[src/rtl/alu_seq_pkg.sv]
// Shared types and constants for the ALU operation sequencer.
// Holds the FSM state enum, ALUControl codes and datapath width defaults.
package alu_seq_pkg;

   localparam int DEF_ADDR_W = 5;
   localparam int DEF_DATA_W = 32;
   localparam int DEF_CTRL_W = 4;

   localparam logic [3:0] ALU_AND = 4'b0000;
   localparam logic [3:0] ALU_OR  = 4'b0001;
   localparam logic [3:0] ALU_ADD = 4'b0010;
   localparam logic [3:0] ALU_SUB = 4'b0110;
   localparam logic [3:0] ALU_SLT = 4'b0111;
   localparam logic [3:0] ALU_NOR = 4'b1100;

   typedef enum logic [2:0] {
      IDLE,
      READ,
      EXEC,
      WRITE,
      ERR
   } state_t;

endpackage

[src/rtl/alu_op_decoder.sv]
// Combinational ALUControl legality check, shared with the front end.
// Ports: opcode (in, CTRL_W) -> legal (out, 1 when a supported op).
module alu_op_decoder
   import alu_seq_pkg::*;
#(
   parameter int CTRL_W = DEF_CTRL_W
)(
   input  logic [CTRL_W-1:0] opcode,
   output logic              legal
);

   always_comb begin
      legal = 1'b0;
      unique case (opcode)
         CTRL_W'(ALU_AND),
         CTRL_W'(ALU_OR),
         CTRL_W'(ALU_ADD),
         CTRL_W'(ALU_SUB),
         CTRL_W'(ALU_SLT),
         CTRL_W'(ALU_NOR): legal = 1'b1;
         default:          legal = 1'b0;
      endcase
   end

endmodule

[src/rtl/alu_op_sequencer.sv]
// Multi-cycle regFile/ALU sequencer: one R-type op per 4 cycles.
// Ports: clk, reset_n (async, active-low); cmd_valid/cmd_ready handshake
// with cmd_opcode/dest/src1/src2; rf_read_addr0/1, rf_write_addr/data/en
// and alu_control to the datapath; alu_result/alu_zero from the ALU;
// done/err retire pulses and sticky zero_flag.
// Macro ALU_SEQ_PERF_CNT_EN adds retired_count[31:0] and err_count[15:0].
module alu_op_sequencer
   import alu_seq_pkg::*;
#(
   parameter int ADDR_W       = DEF_ADDR_W,
   parameter int DATA_W       = DEF_DATA_W,
   parameter int CTRL_W       = DEF_CTRL_W,
   parameter bit R0_HARDWIRED = 1'b1
)(
   input  logic              clk,
   input  logic              reset_n,
   input  logic              cmd_valid,
   output logic              cmd_ready,
   input  logic [CTRL_W-1:0] cmd_opcode,
   input  logic [ADDR_W-1:0] cmd_dest,
   input  logic [ADDR_W-1:0] cmd_src1,
   input  logic [ADDR_W-1:0] cmd_src2,
   output logic [ADDR_W-1:0] rf_read_addr0,
   output logic [ADDR_W-1:0] rf_read_addr1,
   output logic [ADDR_W-1:0] rf_write_addr,
   output logic [DATA_W-1:0] rf_write_data,
   output logic              rf_write_en,
   output logic [CTRL_W-1:0] alu_control,
   input  logic [DATA_W-1:0] alu_result,
   input  logic              alu_zero,
   output logic              done,
   output logic              err,
   output logic              zero_flag
`ifdef ALU_SEQ_PERF_CNT_EN
   ,
   output logic [31:0]       retired_count,
   output logic [15:0]       err_count
`endif
);

   state_t            state;
   logic [ADDR_W-1:0] dest_q;
   logic              zero_q;
   logic              legal;
   logic              accept;

   alu_op_decoder #(
      .CTRL_W (CTRL_W)
   ) u_dec (
      .opcode (cmd_opcode),
      .legal  (legal)
   );

   assign cmd_ready = (state == IDLE);
   assign accept    = cmd_valid && cmd_ready;

   // Read addresses and alu_control are loaded at the accept edge so
   // they are already stable throughout READ and EXEC.
   // rf_write_data doubles as the captured ALU result.
   always_ff @(posedge clk or negedge reset_n) begin
      if (!reset_n) begin
         state         <= IDLE;
         dest_q        <= '0;
         zero_q        <= 1'b0;
         rf_read_addr0 <= '0;
         rf_read_addr1 <= '0;
         rf_write_addr <= '0;
         rf_write_data <= '0;
         rf_write_en   <= 1'b0;
         alu_control   <= '0;
         done          <= 1'b0;
         err           <= 1'b0;
         zero_flag     <= 1'b0;
      end else begin
         done        <= 1'b0;
         err         <= 1'b0;
         rf_write_en <= 1'b0;
         unique case (state)
            IDLE: begin
               if (accept) begin
                  dest_q <= cmd_dest;
                  if (legal) begin
                     rf_read_addr0 <= cmd_src1;
                     rf_read_addr1 <= cmd_src2;
                     alu_control   <= cmd_opcode;
                     state         <= READ;
                  end else begin
                     done  <= 1'b1;
                     err   <= 1'b1;
                     state <= ERR;
                  end
               end
            end
            READ: state <= EXEC;
            EXEC: begin
               rf_write_addr <= dest_q;
               rf_write_data <= alu_result;
               zero_q        <= alu_zero;
               rf_write_en   <= !(R0_HARDWIRED && dest_q == '0);
               done          <= 1'b1;
               state         <= WRITE;
            end
            WRITE: begin
               zero_flag <= zero_q;
               state     <= IDLE;
            end
            ERR:     state <= IDLE;
            default: state <= IDLE;
         endcase
      end
   end

`ifdef ALU_SEQ_PERF_CNT_EN
   always_ff @(posedge clk or negedge reset_n) begin
      if (!reset_n) begin
         retired_count <= '0;
         err_count     <= '0;
      end else begin
         if (done && !err)
            retired_count <= retired_count + 32'd1;
         if (err && err_count != 16'hFFFF)
            err_count <= err_count + 16'd1;
      end
   end
`endif

endmodule

[config.mk]
export PLATFORM = sky130hd
export DESIGN_NAME = alu_op_sequencer
export DESIGN_NICKNAME = d
export VERILOG_FILES = /design/src/rtl/alu_seq_pkg.sv /design/src/rtl/alu_op_decoder.sv /design/src/rtl/alu_op_sequencer.sv
export SDC_FILE = /design/constraint.sdc
export NUM_CORES = 1
export LEC_CHECK = 0
export ABC_AREA = 1
export CAP_MARGIN = 25
export CORE_MARGIN = 2
export CORE_UTILIZATION = 45
export CTS_BUF_LIST = sky130_fd_sc_hd__clkbuf_4 sky130_fd_sc_hd__clkbuf_8
export CTS_CLUSTER_DIAMETER = 30
export CTS_CLUSTER_SIZE = 16
export DETAILED_ROUTE_END_ITERATION = 10
export PLACE_DENSITY = 0.85
export SYNTH_ARGS = -nofsm -noshare
export SYNTH_HDL_FRONTEND = slang
export SYNTH_SLANG_ARGS = --single-unit
[constraint.sdc]
create_clock -name clk -period 2.7 [get_ports clk]
set_clock_uncertainty 0.1 [all_clocks]
set_input_delay 0.405 -clock clk [delete_from_list [all_inputs] [get_ports clk]]
set_output_delay 0.405 -clock clk [all_outputs]
set_load 0.02 [all_outputs]
==> qor.txt, run 1 <==
status: completed
clock sink count: 64
Hold/Removal Path Class: reg -> reg
depth of the worst register-to-register path: 5
CP Data Arrival Time: 1660 ps
Setup crit start kind: register
sequential cell area: 1600 um^2
worst slew pin tran: 913 ps
Slew Viols, Final: 0
Ports: 111
setup TNS: 0 ps
Detailed Route WL: 5.32 mm
Post-Synthesis Cell Area: 2530 um^2
# H-tree levels: 3
initial antenna violation count: 0
RSZ-0062 raised after global routing: no
CP endpoint kind: output pin
total CTS buffers: 9
CTS Buffer Depth: 2
Hold Worst Slack: 376 ps
vias in the first global route: 1,880
Remaining Overflow, GRT: 0
most frequent cells in the layout: clkdlybuf4s50_1, dfrtp_1, nand2_1
DRT iter0 DRCs: 89
worst hold stages: 2
maxcap violations: 0
pwr/cell area: 1270 nW/um^2
Die ar.: 6240 um^2
most common library cell in the layout ignoring fill and taps: clkdlybuf4s50_1
worst-path maximum fanout: 3
overall die width: 79.0 um
Worst slew margin: 38.9%
Clk pwr share: 19.0%
Final Cycle Share: 80.0%
Layout Area Growth over Synthesis: 55.7%
Placeable Area: 5470 um^2
Placer Congestion: 0.747
DRC violations left: 0
Die Span Y: 79.0 um
DPL Wire Length: 3.78 mm
post-synth top area share: 63.3%
Max VDD drop: 0.758 mV
Clk Latency, worst-skew pair: 320 ps
GR Util All Layers: 17.9%
DR WL met3: 365 um
sequential share of power: 33.5%
# setup viols final: 0
Initial Util: 46.2%
post-CTS sizing: 0
drt wl/cell: 13.1 um
nets: 383
Hold Buf Count CTS: 1
Switching Share: 34.7%
Syn Nets: 266
sequential fraction of the synthesis area: 63.3%
DR vias/cell: 4.76
post-synth cell types: 17
Fillers: 404
area occupied by multi-input gates: 793 um^2
first-pass GRT wire length: 8.54 mm
met2 WL: 2.60 mm
delay of the slowest cell on the worst path: 590 ps
slowest CP cell: clkdlybuf4s50_1
met1 WL: 2.27 mm
Syn. warnings: 0
critical path class: reg -> out
Final Hold Viols: 0
top routing layer used: met4
largest net degree at the start of global routing: 65
CTS tree: done
total iterations of the first detailed-routing run: 4
Mapped Avg Cell Area: 12.0 um^2
fraction of layout cells with a size suffix above 1: 17.7%
Worst Path Required: 2190 ps
post-synth top area cell: dfrtp_1
IO buf count: 110
Mapped Cells: 211
crit-path cells: nor2_4, nand2_2, inv_1, clkdlybuf4s50_1
total number of vias: 1,926
DP Area: 3690 um^2
final critical-path required period: 2160 ps
final instance area: 3940 um^2
static leakage: 1.81 nW
DRT antenna net count: 0
ant diodes: 0
switching power: 1.74 mW
fmax: 463 MHz
#FFs+latches synth: 64
internal power: 3.28 mW
Root Buffer: clkbuf_8
Logic pwr share: 47.6%
clock transition at the registers of the reported paths: 60 ps
top cells by area, synth: dfrtp_1, mux2_2, nand2_1
# Post-CTS Setup Buffers: 0
# rows: 27
## cells in the mapped netlist
master and instances:
inv_1 17, nand2_2 2, nor2_1 1, buf_2 6, a21oi_1 1, o21ai_0 12, mux2_2 28, mux2_4 4
dfrtp_1 64, nor2_4 2, nand4_1 15, o21bai_1 1, nand3_2 1, nand2_1 50, buf_4 1, buf_6 3
nand3_1 3
## power groups by stage
stage	Sequential, mW	Clock [mW]	Combinational [mW]
after floorplan	2.19	0	0.814
after global placement	1.68	0	2.36
after detailed placement	1.69	0	2.41
after CTS	1.68	0.973	2.42
after global routing	1.74	1.02	2.55
final	1.68	0.950	2.39
## worst paths after layout
path / from / to / slack (ps)
worst max-delay path: state[0]$_DFFE_PN0P_ / cmd_ready / 540
worst min-delay path: alu_control[2]$_DFFE_PN0P_ / alu_control[2]$_DFFE_PN0P_ / 380
worst max register to register: state[0]$_DFFE_PN0P_ / rf_write_addr[2]$_DFFE_PN0P_ / 840
worst min register to register: alu_control[2]$_DFFE_PN0P_ / alu_control[2]$_DFFE_PN0P_ / 380
max in group asynchronous: reset_n / rf_read_addr1[4]$_DFFE_PN0P_ / 1710
min in group asynchronous: reset_n / rf_write_data[12]$_DFFE_PN0P_ / 500
## layout make-up
| cell class | count | share of cell area [%] |
|---|---|---|
| Clock buffer | 9 | 3.14 |
| Clock inverter | 7 | 2.80 |
| Inverter | 17 | 1.62 |
| Multi-Input combinational cell | 120 | 20.1 |
| Sequential cell | 64 | 40.7 |
| Tap cell | 72 | 2.29 |
| Timing Repair Buffer | 116 | 29.4 |
## stage by stage
| stage | utilization [%] | std cells | worst slack, ps | total power [mW] |
|---|---|---|---|---|
| floorplan | - | 211 | 1330 | 3.00 |
| global placement | 67.5 | 388 | 776 | 4.04 |
| detailed placement | 67.5 | 388 | 709 | 4.10 |
| CTS | 72.0 | 405 | 529 | 5.07 |
| global route | 72.0 | 405 | 462 | 5.31 |
| finish | 72.0 | 405 | 540 | 5.01 |
## worst max-delay path, delay by kind of cell (launching register included)
family,cells,cell delay [ps]
flops,1,420
buf+inv,2,650
simple gates,2,250
## per-layer routing
layer | track usage [%] | vias up
li1 | - | 928
met1 | 22.0 | 919
met2 | 29.4 | 70
met3 | 4.66 | 9
met4 | 8.28 | 0
met5 | 0 | -
## state kept, by name (all words and copies together), names as in the netlist, 3 cells and up
register and cells:
state 3, rf_write_data 32, dest_q 5, rf_read_addr1 5
rf_write_addr 5, alu_control 4, rf_read_addr0 5
## cells by family (layout without fill, tap and decap cells)
family / after synthesis / in the layout / share of synthesized area (%)
flip-flops: 64 / 64 / 63.3
AO/OA/AOI/OAI: 14 / 14 / 2.87
AND/OR/NAND/NOR: 74 / 74 / 13.6
multiplexers: 32 / 32 / 14.8
buffers and inverters: 27 / 149 / 5.34
Note: power is estimated with default switching activity, not from simulation.
==> inputs of run 2 (changes only) <==
--- a/config.mk
+++ b/config.mk
@@ -8,12 +8,12 @@
 export ABC_AREA = 1
 export CAP_MARGIN = 25
 export CORE_MARGIN = 2
-export CORE_UTILIZATION = 45
+export CORE_UTILIZATION = 43
 export CTS_BUF_LIST = sky130_fd_sc_hd__clkbuf_4 sky130_fd_sc_hd__clkbuf_8
 export CTS_CLUSTER_DIAMETER = 30
 export CTS_CLUSTER_SIZE = 16
 export DETAILED_ROUTE_END_ITERATION = 10
-export PLACE_DENSITY = 0.85
+export PLACE_DENSITY = 0.82
 export SYNTH_ARGS = -nofsm -noshare
 export SYNTH_HDL_FRONTEND = slang
 export SYNTH_SLANG_ARGS = --single-unit
==> constraint.sdc (replaced) <==
create_clock -name clk -period 2.2 [get_ports clk]
set_clock_uncertainty 0.1 [all_clocks]
set_input_delay 0.33 -clock clk [delete_from_list [all_inputs] [get_ports clk]]
set_output_delay 0.33 -clock clk [all_outputs]
set_load 0.02 [all_outputs]
==> run 2 against run 1 <==
  * Worst hold slack got worse by 1.9 ps
  * Count of clock-buffer cells in the layout rose by 4
  * Clock power decreased by 10%
  * Register-to-register slack lost 310 ps
  * Non-clock buffer count is 3 higher
  * Combinational power grew 25%
  * Sequential share of layout area up 0.48 points
  * Worst setup slack worse by 410 ps
  * Global-route usage grew 0.69 points
==> qor.txt, run 2 (synthesis gave the netlist of run 1 again) <==
status: completed (unchanged)
largest net degree at the start of global routing: 28 (was 65)
CP endpoint kind: output pin (unchanged)
GR Util All Layers: 18.5% (was 17.9%)
most flop-heavy register: rf_write_data (unchanged)
final critical-path required period: 2070 ps
clock transition at the registers of the reported paths: 60 ps (about the same)
Worst slew margin: 61.0% (was 38.9%)
drt wl/cell: 14.3 um (was 13.1 um)
worst hold stages: 2 (unchanged)
DPL Wire Length: 4.31 mm (was 3.78 mm)
Placeable Area: 5610 um^2 (was 5470 um^2)
CTS tree: done (unchanged)
switching power: 2.14 mW (was 1.74 mW)
total iterations of the first detailed-routing run: 4 (unchanged)
Worst Path Required: 1770 ps (was 2190 ps)
Die Span Y: 80.7 um (was 79.0 um)
Detailed Route WL: 5.82 mm (was 5.32 mm)
Setup crit start kind: register (unchanged)
Hold/Removal Path Class: reg -> reg (unchanged)
static leakage: 1.79 nW (was 1.81 nW)
critical path class: reg -> out (unchanged)
Slew Viols, Final: 0 (unchanged)
Logic pwr share: 50.5% (was 47.6%)
final instance area: 3890 um^2 (was 3940 um^2)
delay of the slowest cell on the worst path: 610 ps (was 590 ps)
CP Data Arrival Time: 1640 ps (was 1660 ps)
depth of the worst register-to-register path: 4 (was 5)
internal power: 3.77 mW (was 3.28 mW)
Layout Area Growth over Synthesis: 53.9% (was 55.7%)
setup TNS: 0 ps (unchanged)
# rows: 27 (unchanged)
DP Area: 3720 um^2 (was 3690 um^2)
worst-path maximum fanout: 3 (unchanged)
Die ar.: 6510 um^2 (was 6240 um^2)
nets: 386 (was 383)
total number of vias: 1,914 (was 1,926)
initial antenna violation count: 0 (unchanged)
DRT iter0 DRCs: 38 (was 89)
most frequent cells in the layout: clkdlybuf4s50_1, dfrtp_1, nand2_1 (unchanged)
clock sink count: 64 (unchanged)
Switching Share: 36.2% (was 34.7%)
overall die width: 80.7 um (was 79.0 um)
crit-path cells: nor2_4, nand2_2, inv_1, clkdlybuf4s50_1 (unchanged)
Remaining Overflow, GRT: 0 (unchanged)
maxcap violations: 0 (unchanged)
IO buf count: 110 (unchanged)
# Post-CTS Setup Buffers: 0 (unchanged)
CTS Buffer Depth: 2 (unchanged)
ant diodes: 0 (unchanged)
max reg flops: 32 (unchanged)
Fillers: 445 (was 404)
Placer Congestion: 0.776 (was 0.747)
most common library cell in the layout ignoring fill and taps: clkdlybuf4s50_1 (unchanged)
fmax: 483 MHz
# H-tree levels: 3 (unchanged)
Initial Util: 45.1% (was 46.2%)
RSZ-0062 raised after global routing: no (unchanged)
pwr/cell area: 1520 nW/um^2 (was 1270 nW/um^2)
fraction of layout cells with a size suffix above 1: 18.0% (was 17.7%)
Final Cycle Share: 94.1%
total CTS buffers: 9 (unchanged)
Clk Latency, worst-skew pair: 320 ps (about the same)
Root Buffer: clkbuf_8 (unchanged)
first-pass GRT wire length: 8.91 mm (was 8.54 mm)
worst slew pin tran: 585 ps (was 913 ps)
Final Hold Viols: 0 (unchanged)
DR vias/cell: 4.71 (was 4.76)
# setup viols final: 0 (unchanged)
Ports: 111 (unchanged)
Clk pwr share: 14.5% (was 19.0%)
DRC violations left: 0 (unchanged)
DRT antenna net count: 0 (unchanged)
vias in the first global route: 1,931 (was 1,880)
Max VDD drop: 0.841 mV (was 0.758 mV)
slowest CP cell: clkdlybuf4s50_1 (unchanged)
sequential share of power: 35.0% (was 33.5%)
-- run 2: path summary, 6_finish.rpt --
path	slack [ps]	from	endpoint
min in group asynchronous	450	reset_n	rf_write_data[16]$_DFFE_PN0P_
max in group asynchronous	870	reset_n	rf_write_data[27]$_DFFE_PN0P_
max	130	state[0]$_DFFE_PN0P_	cmd_ready
min	370	alu_control[1]$_DFFE_PN0P_	alu_control[1]$_DFFE_PN0P_
max reg2reg	530	state[0]$_DFFE_PN0P_	rf_write_data[11]$_DFFE_PN0P_
min reg2reg	370	alu_control[1]$_DFFE_PN0P_	alu_control[1]$_DFFE_PN0P_
-- run 2: final cells by class --
cell class,instances,area (um^2),area share (%)
flip-flops and latches,64,1600,41.1
clock buffers,13,160,4.11
inverters,17,63.8,1.64
clock inverters,1,5.00,0.129
well taps,72,90.1,2.31
multi-input cells,120,793,20.4
repair buffers,119,1180,30.3
-- run 2: power by group through the flow --
stage / Combinational [mW] / Clock (mW) / Sequential, mW
floorplan: 0.999 / 0 / 2.69
global placement: 2.95 / 0 / 2.06
detailed placement: 3.02 / 0 / 2.09
CTS: 3.03 / 0.885 / 2.07
global route: 3.20 / 0.938 / 2.13
finish: 2.99 / 0.855 / 2.07
-- run 2: critical path: cells and delay by family (launching register included) --
family | cells | cell delay, ps
buf+inv | 2 | 670
flops | 1 | 420
simple gates | 2 | 240
-- run 2: what timing repair did --
action,in CTS,in global routing
hold buffers,1,0
endpoints found under the hold margin,25,0
gates resized for setup,0,0
-- run 2: stage by stage --
step	util, %	total power, mW	hold slack [ps]	cells	setup WS (ps)
floorplan	-	3.69	-65.6	211	826
global placement	66.3	5.01	256	391	347
detailed placement	66.3	5.10	266	391	282
CTS	69.4	5.99	380	406	102
global route	69.4	6.27	403	406	57.3
finish	69.4	5.92	374	406	129
-- run 2: metal layers --
layer / global-route usage [%] / vias to the layer above / wire length [um]
li1: - / 936 / -
met1: 21.6 / 900 / 2410
met2: 31.8 / 69 / 2950
met3: 4.61 / 9 / 377
met4: 9.49 / 0 / 84
met5: 0 / - / 0
